<file path="config.mk">
export PLATFORM = sky130hd
export DESIGN_NAME = add_sub_issue
export DESIGN_NICKNAME = d
export VERILOG_FILES = /design/src/rtl/add_sub_issue.sv
export SDC_FILE = /design/constraint.sdc
export NUM_CORES = 1
export LEC_CHECK = 0
export BUFFER_PORTS_ARGS = -buffer_cell sky130_fd_sc_hd__buf_2
export CAP_MARGIN = 25
export CORE_MARGIN = 2
export CORE_UTILIZATION = 31
export CTS_BUF_LIST = sky130_fd_sc_hd__clkbuf_8
export DETAILED_ROUTE_END_ITERATION = 10
export GPL_TIMING_DRIVEN = 0
export PLACE_DENSITY_LB_ADDON = 0.1
export SYNTH_ARGS = -nofsm -noshare
export SYNTH_HDL_FRONTEND = slang
export SYNTH_SLANG_ARGS = --single-unit
</file>
<file path="constraint.sdc">
create_clock -name clk -period 1.35 [get_ports clk]
set_input_delay 0.27 -clock clk [delete_from_list [all_inputs] [get_ports clk]]
set_output_delay 0.27 -clock clk [all_outputs]
set_load 0.01 [all_outputs]
</file>
<file path="src/rtl/add_sub_issue.sv">
//------------------------------------------------------------------------------
// Module   : add_sub_issue
// Brief    : Issue/capture stage wrapped around a 4-bit combinational
//            adder/subtractor. Accepts one request over a valid/ready
//            handshake, drives registered operands for one full cycle,
//            captures sum/carry with overflow and zero flags, and presents
//            the held result over a second valid/ready handshake. Counts
//            completed operations in a wrapping counter.
// Options  : ADD_SUB_ISSUE_SAT_EN - unsigned saturation of out_sum
//            (add overflow -> 4'hF, subtract borrow -> 4'h0).
// Revision : 1.0 - initial release
//------------------------------------------------------------------------------
`default_nettype none

module add_sub_issue #(
  parameter int CNT_W = 8
) (
  input  logic             clk,
  input  logic             rst,
  input  logic             in_valid,
  output logic             in_ready,
  input  logic [3:0]       in_a,
  input  logic [3:0]       in_b,
  input  logic             in_ctr,
  output logic [3:0]       op_a,
  output logic [3:0]       op_b,
  output logic             op_ctr,
  input  logic [3:0]       au_sum,
  input  logic             au_carry,
  output logic             out_valid,
  input  logic             out_ready,
  output logic [3:0]       out_sum,
  output logic             out_carry,
  output logic             out_ovf,
  output logic             out_zero,
  output logic [CNT_W-1:0] op_count
);

  typedef enum logic [1:0] {
    S_IDLE = 2'd0,
    S_EXEC = 2'd1,
    S_DONE = 2'd2
  } state_t;

  state_t     state;
  state_t     state_nxt;
  logic [3:0] sum_final;
  logic       ovf_calc;
  logic       zero_calc;

  // State register
  always_ff @(posedge clk) begin
    if (rst) begin
      state <= S_IDLE;
    end else begin
      state <= state_nxt;
    end
  end

  // Next-state and handshake outputs; in_ready is masked while in reset
  always_comb begin
    state_nxt = state;
    in_ready  = 1'b0;
    out_valid = 1'b0;
    case (state)
      S_IDLE: begin
        in_ready = ~rst;
        if (in_valid) begin
          state_nxt = S_EXEC;
        end
      end
      S_EXEC: begin
        state_nxt = S_DONE;
      end
      S_DONE: begin
        out_valid = 1'b1;
        if (out_ready) begin
          state_nxt = S_IDLE;
        end
      end
      default: begin
        state_nxt = S_IDLE;
      end
    endcase
  end

  // Result shaping: overflow is judged on the latched operands and the raw
  // sum; zero is judged on the sum that will actually be presented
  always_comb begin
    if (op_ctr) begin
      ovf_calc = (op_a[3] != op_b[3]) && (au_sum[3] != op_a[3]);
    end else begin
      ovf_calc = (op_a[3] == op_b[3]) && (au_sum[3] != op_a[3]);
    end
`ifdef ADD_SUB_ISSUE_SAT_EN
    if (!op_ctr && au_carry) begin
      sum_final = 4'hF;
    end else if (op_ctr && !au_carry) begin
      sum_final = 4'h0;
    end else begin
      sum_final = au_sum;
    end
`else
    sum_final = au_sum;
`endif
    zero_calc = (sum_final == 4'h0);
  end

  // Operand latch, result capture and completion counter
  always_ff @(posedge clk) begin
    if (rst) begin
      op_a      <= 4'h0;
      op_b      <= 4'h0;
      op_ctr    <= 1'b0;
      out_sum   <= 4'h0;
      out_carry <= 1'b0;
      out_ovf   <= 1'b0;
      out_zero  <= 1'b0;
      op_count  <= '0;
    end else begin
      if (state == S_IDLE && in_valid) begin
        op_a   <= in_a;
        op_b   <= in_b;
        op_ctr <= in_ctr;
      end
      if (state == S_EXEC) begin
        out_sum   <= sum_final;
        out_carry <= au_carry;
        out_ovf   <= ovf_calc;
        out_zero  <= zero_calc;
      end
      if (state == S_DONE && out_ready) begin
        op_count <= op_count + CNT_W'(1);
      end
    end
  end

endmodule

`default_nettype wire

</file>
# ---- Word-level counts from Yosys, hierarchy flattened
# Cells that the tools add are included.
dict set report classes {
  n_addsub 1
  eq_ne 7
  muxes 6
  n_bitwise 1
  reduce_logical 7
}
# cell n
set op_table {}
lappend op_table {{$add 8x1->8 const B} 1}
lappend op_table {{$pmux 2 s3} 1}
lappend op_table {{$logic_and 1x1->1} 4}
lappend op_table {{$logic_not 4->1} 1}
lappend op_table {{$mux 2} 2}
lappend op_table {{$ne 2x2->1 const B} 2}
lappend op_table {{$mux 1} 3}
lappend op_table {{$eq 2x1->1 const B} 1}
lappend op_table {{$eq 2x2->1 const B} 1}
lappend op_table {{$logic_not 2->1} 1}
lappend op_table {{$ne 1x1->1} 2}
lappend op_table {{$reduce_and 2->1} 1}
lappend op_table {{$eq 1x1->1} 1}
lappend op_table {{$not 1->1} 1}
dict set report word_totals {
  ff_bits 26
  word_cells 31
}

# ---- Logic depth before layout (Yosys ltp)
dict set report logic_depth {
  depth_word 3
  mapped_depth 4
  ltp_nobuf 4
}

# ---- Worst setup path after synthesis
# Ideal clock, no wire load.
dict set report synth_timing {
  path_kind {register to register}
  startpoint {register op_count[0]}
  endpoint {register op_count[6]}
  setup_time_ns 0.070
  arrival_time_ns 1.302
  t_required_ns 1.280
  path_slack_ns -0.022
  stages_incl_launch_ff 5
  synth_period_minus_slack_ns 1.372
  cell_sequence {dfxtp_1 ha_1 nand2_1 or4_1 a21oi_1}
}
dict set report synth_via {
  elab_chain_len 1
}
# element line_no
set synth_lines {}
lappend synth_lines {{from (decl)} 36} ;# output logic [CNT_W-1:0] op_count
lappend synth_lines {{from (signal assigned)} 133} ;# op_count <= op_count + CNT_W'(1);
lappend synth_lines {{$add 8x1->8} 133}
# No other way between the ends.
# A chain may end at the register's enable or synchronous reset.

# ---- Worst setup path in the final report
dict set report layout_timing {
  startpoint {register state[1]}
  endpoint {output port in_ready}
}
dict set report layout_via {
  elab_chain_len 2
}
# element line_no
set layout_lines {}
lappend layout_lines {{from (decl)} 45} ;# state_t state;
lappend layout_lines {{from (signal assigned)} 56} ;# state <= state_nxt;
lappend layout_lines {{$logic_not 2->1} 65} ;# case (state)
lappend layout_lines {{$mux 1} 65}
lappend layout_lines {{to (decl)} 21} ;# output logic in_ready,
# No other way between the ends.

==> reports/metrics.csv <==
stage,metric,value,unit
final_layout,nNetsFinal,180,
synth,synth_seq_cells,26,
job,cap_violations,0,
setup_path,worstReg2RegEnd,op_count[7]$_SDFFE_PP0P_,
drt,drtIter0Drc,56,
global_route,grt_max_degree,14,
final_layout,register_area,536.8,um2
setup_path,regToRegSetupSlack,0.07,ns
setup_path,crit_required,1.08,ns
synth,synthCells,112,
cts,cts_num_sinks,26,
final_layout,post-route-util,42.70,%
setup_path,path_max_fanout,8,
sta,hold_violations,0,
setup_path,worstReg2RegStart,op_count[0]$_SDFFE_PP0P_,
global_route,grt_pass1_vias,834,
setup_path,crit_arrival,1.02,ns
synth,synth_top_family_by_area,simple AND/OR/NAND/NOR gates,
synth,muxShareOfSynthArea,10.58,%
die,coreArea,3284,um2
final_layout,drive_above_1_share,37.11,%
cts,cts_hold_buf,0,
sta,relSlewSlack,69.02,%
setup_path,endpoint_kind,output pin,
sta,period_share,95.47,%
placed_design,gp_congestion,0.7365,
synth,yosys.area.top_type_share,50.00,%
die,rows,21,
cts,root_buffer,clkbuf_8,
sta,timing_worst_slew_pin_value,0.4646,ns
sta,fin_skew,0.003621,ns
cts,clock_path_buffers,2,
synth,syn_area_per_cell,9.295,um2
global_route,grt_use_total,12.76,%
die,initial_core_util,31.70,%
synth,synth-compound-area-share,9.375,%
global_route,grt_first_pass_wirelength,3.608,mm
cts,htreeDepth,1,
cts,tritoncts,yes,
hold_path,min_from,in_valid,
final_layout,syn2layout_area_growth,34.74,%
cts,clk_latency,0.26,ns
pwr,p_leak,0.6521,nW
sta,setup_viol,0,
drt,dr.pass1.iters,4,
synth,yosys.area.top_type,dfxtp_1,
sta,slew_viol_final,0,
pwr,p_per_area,1019,nW/um2
hold_path,holdPathStages,2,
drt,vias,935,
pwr,ir_drop,0.0007651,V
outcome,outcome,"finished, final reports clean",
setup_path,cp-start-kind,register,
drt,drt_wl_total,2.266,mm
drt,detail-route-antenna-nets,0,
setup_path,critical_path_class,reg2out,
final_layout,diodes,0,
drt,drc,0,
final_layout,fillers,360,
global_route,grt_overflow,0,
final_layout,multi_input_area,515.5,um2
synth,syn-num-nets,131,
synth,synth-simple-area-share,24.40,%
sta,tns,0,ns
hold_path,min_path_type,in2reg,
hold_path,min_to,state[0]$_SDFFE_PP0P_,
die,die-area,3838,um2
synth,yosys_warnings,0,
sta,fin_crit,1.289,ns
setup_path,rr_worst_depth,3,
die,die_h,61.95,um
cts,cts_buffers,3,
die,die_w,61.95,um
drt,wire_per_inst,11.05,um
cts,clk_pin_slew,0.08,ns
drt,avgViaCountPerCell,4.561,
synth,synth-xor-area-share,2.524,%
synth,netlist_area,1041,um2
synth,synth_fa_ha_area_share,1.202,%
die,ios,44,
synth,synth.area.top_cells,"dfxtp_1, mux2i_1, a21oi_1",
placed_design,portBuffers,42,
global_route,antenna_found_initial,0,
sta,rsz0062_at_grt,true,
placed_design,hpwl,1.739,mm
sta,fmax,0.7759,GHz
synth,yosysSeqAreaShare,50.00,%
synth,synth.distinct_cells,27,
## critical path: stages (launching register included)
cell and delay [ns]:
dfxtp_4 0.38, nor3_1 0.20, buf_2 0.17
## layout by cell type (no fill, tap or decap), drive strengths merged
master  netlist  final
buf           1     46
dfxtp        26     26
nand2        15     15
nor2         13     13
a21oi        12     12
mux2i        11     11
clkbuf        4      6
nor2b         3      3
o21ai         3      3
or3           3      3
nand2b        2      2
o31ai         2      2
or4           2      2
xor2          2      2
nand4b        2      2
nor3          1      1
and2b         1      1
nand4         1      1
nor3b         1      1
xnor2         1      1
a211oi        1      1
nor4          1      1
nand3b        1      1
nand3         1      1
and2          1      1
ha            1      1
## area by class of cell
cell class	count	area share (%)
sequential	26	38.27
timing repair buffer	45	16.59
clock buffer	3	2.944
multi-input combinational	81	36.75
tap	46	4.103
buffer	4	1.338
## report_power, final
part	switching [mW]	leakage (nW)	total, mW	internal, mW
clock	0.221	0.0216	0.421	0.199
combinational	0.0971	0.414	0.188	0.0908
sequential	0.0244	0.216	0.820	0.796
total	0.343	0.652	1.43	1.09
## kinds of logic (layout without fill, tap and decap cells)
| family | Yosys count | after routing |
|---|---|---|
| xor+xnor | 3 | 3 |
| buf+inv | 5 | 52 |
| fa+ha+maj | 1 | 1 |
| compound gates | 18 | 18 |
| flops | 26 | 26 |
| mux | 11 | 11 |
| simple gates | 48 | 48 |
## metrics by stage
step | area [um2] | worst slack [ns] | hold WS (ns) | instances | power (mW)
finish | 1403 | 0.06116 | 0.2195 | 205 | 1.429
detailed placement | 1311 | -0.05632 | 0.4475 | 200 | 1.030
floorplan | 1044 | 0.05268 | 0.3917 | 112 | 0.9496
CTS | 1374 | 0.0005601 | 0.2114 | 203 | 1.453
global placement | 1311 | -0.01956 | 0.4364 | 200 | 1.025
global route | 1403 | -0.01004 | 0.2184 | 205 | 1.512
## worst max-delay path by stage
stage,start,endpoint,slack [ns],cells after the start
3_5_place_dp,state[1]$_SDFFE_PP0P_,op_count[7]$_SDFFE_PP0P_,-0.06,3
2_1_floorplan,op_count[0]$_SDFFE_PP0P_,op_count[6]$_SDFFE_PP0P_,0.05,4
5_1_grt,state[0]$_SDFFE_PP0P_,op_count[7]$_SDFFE_PP0P_,-0.01,3
4_1_cts,state[0]$_SDFFE_PP0P_,op_count[7]$_SDFFE_PP0P_,0.0006,3
3_3_place_gp,state[1]$_SDFFE_PP0P_,op_count[7]$_SDFFE_PP0P_,-0.02,3
6_report,state[1]$_SDFFE_PP0P_,in_ready,0.06,2
## what timing repair did
action                     4_1_cts  5_1_grt
gates cloned                     0        0
resized for setup                6        7
buffers inserted                 0        3
pin swaps                        0        2
setup endpoints to repair        4       13
## cells in the mapped netlist
cell type  number
nand2b_1        2
nor3b_1         1
nand4b_4        1
xor2_1          2
o31ai_1         2
mux2i_1        11
or4_1           2
buf_2           1
o21ai_0         3
or3_1           3
nand3_1         1
ha_1            1
clkbuf_1        4
nand4b_1        1
a211oi_1        1
and2_1          1
nand3b_1        1
dfxtp_1        26
nor2_1         13
nand2_1        15
nor2b_1         3
nor3_1          1
and2b_1         1
xnor2_1         1
a21oi_1        12
nand4_1         1
nor4_1          1
## layer usage
metal / routed length [um] / vias to the layer above / track usage, %
met5: 0 / - / 0
met4: 8 / 0 / 2.736
met3: 168 / 2 / 5.383
met2: 1110 / 27 / 21.13
met1: 978 / 427 / 15.46
li1: - / 479 / -
## registers in the layout, summed over array words and instances, names as in the netlist
register / cells
out_zero: 1
op_ctr: 1
state: 2
op_count: 8
out_carry: 1
out_sum: 4
out_ovf: 1
op_a: 4
op_b: 4
Note: power is estimated with default switching activity, not from simulation.
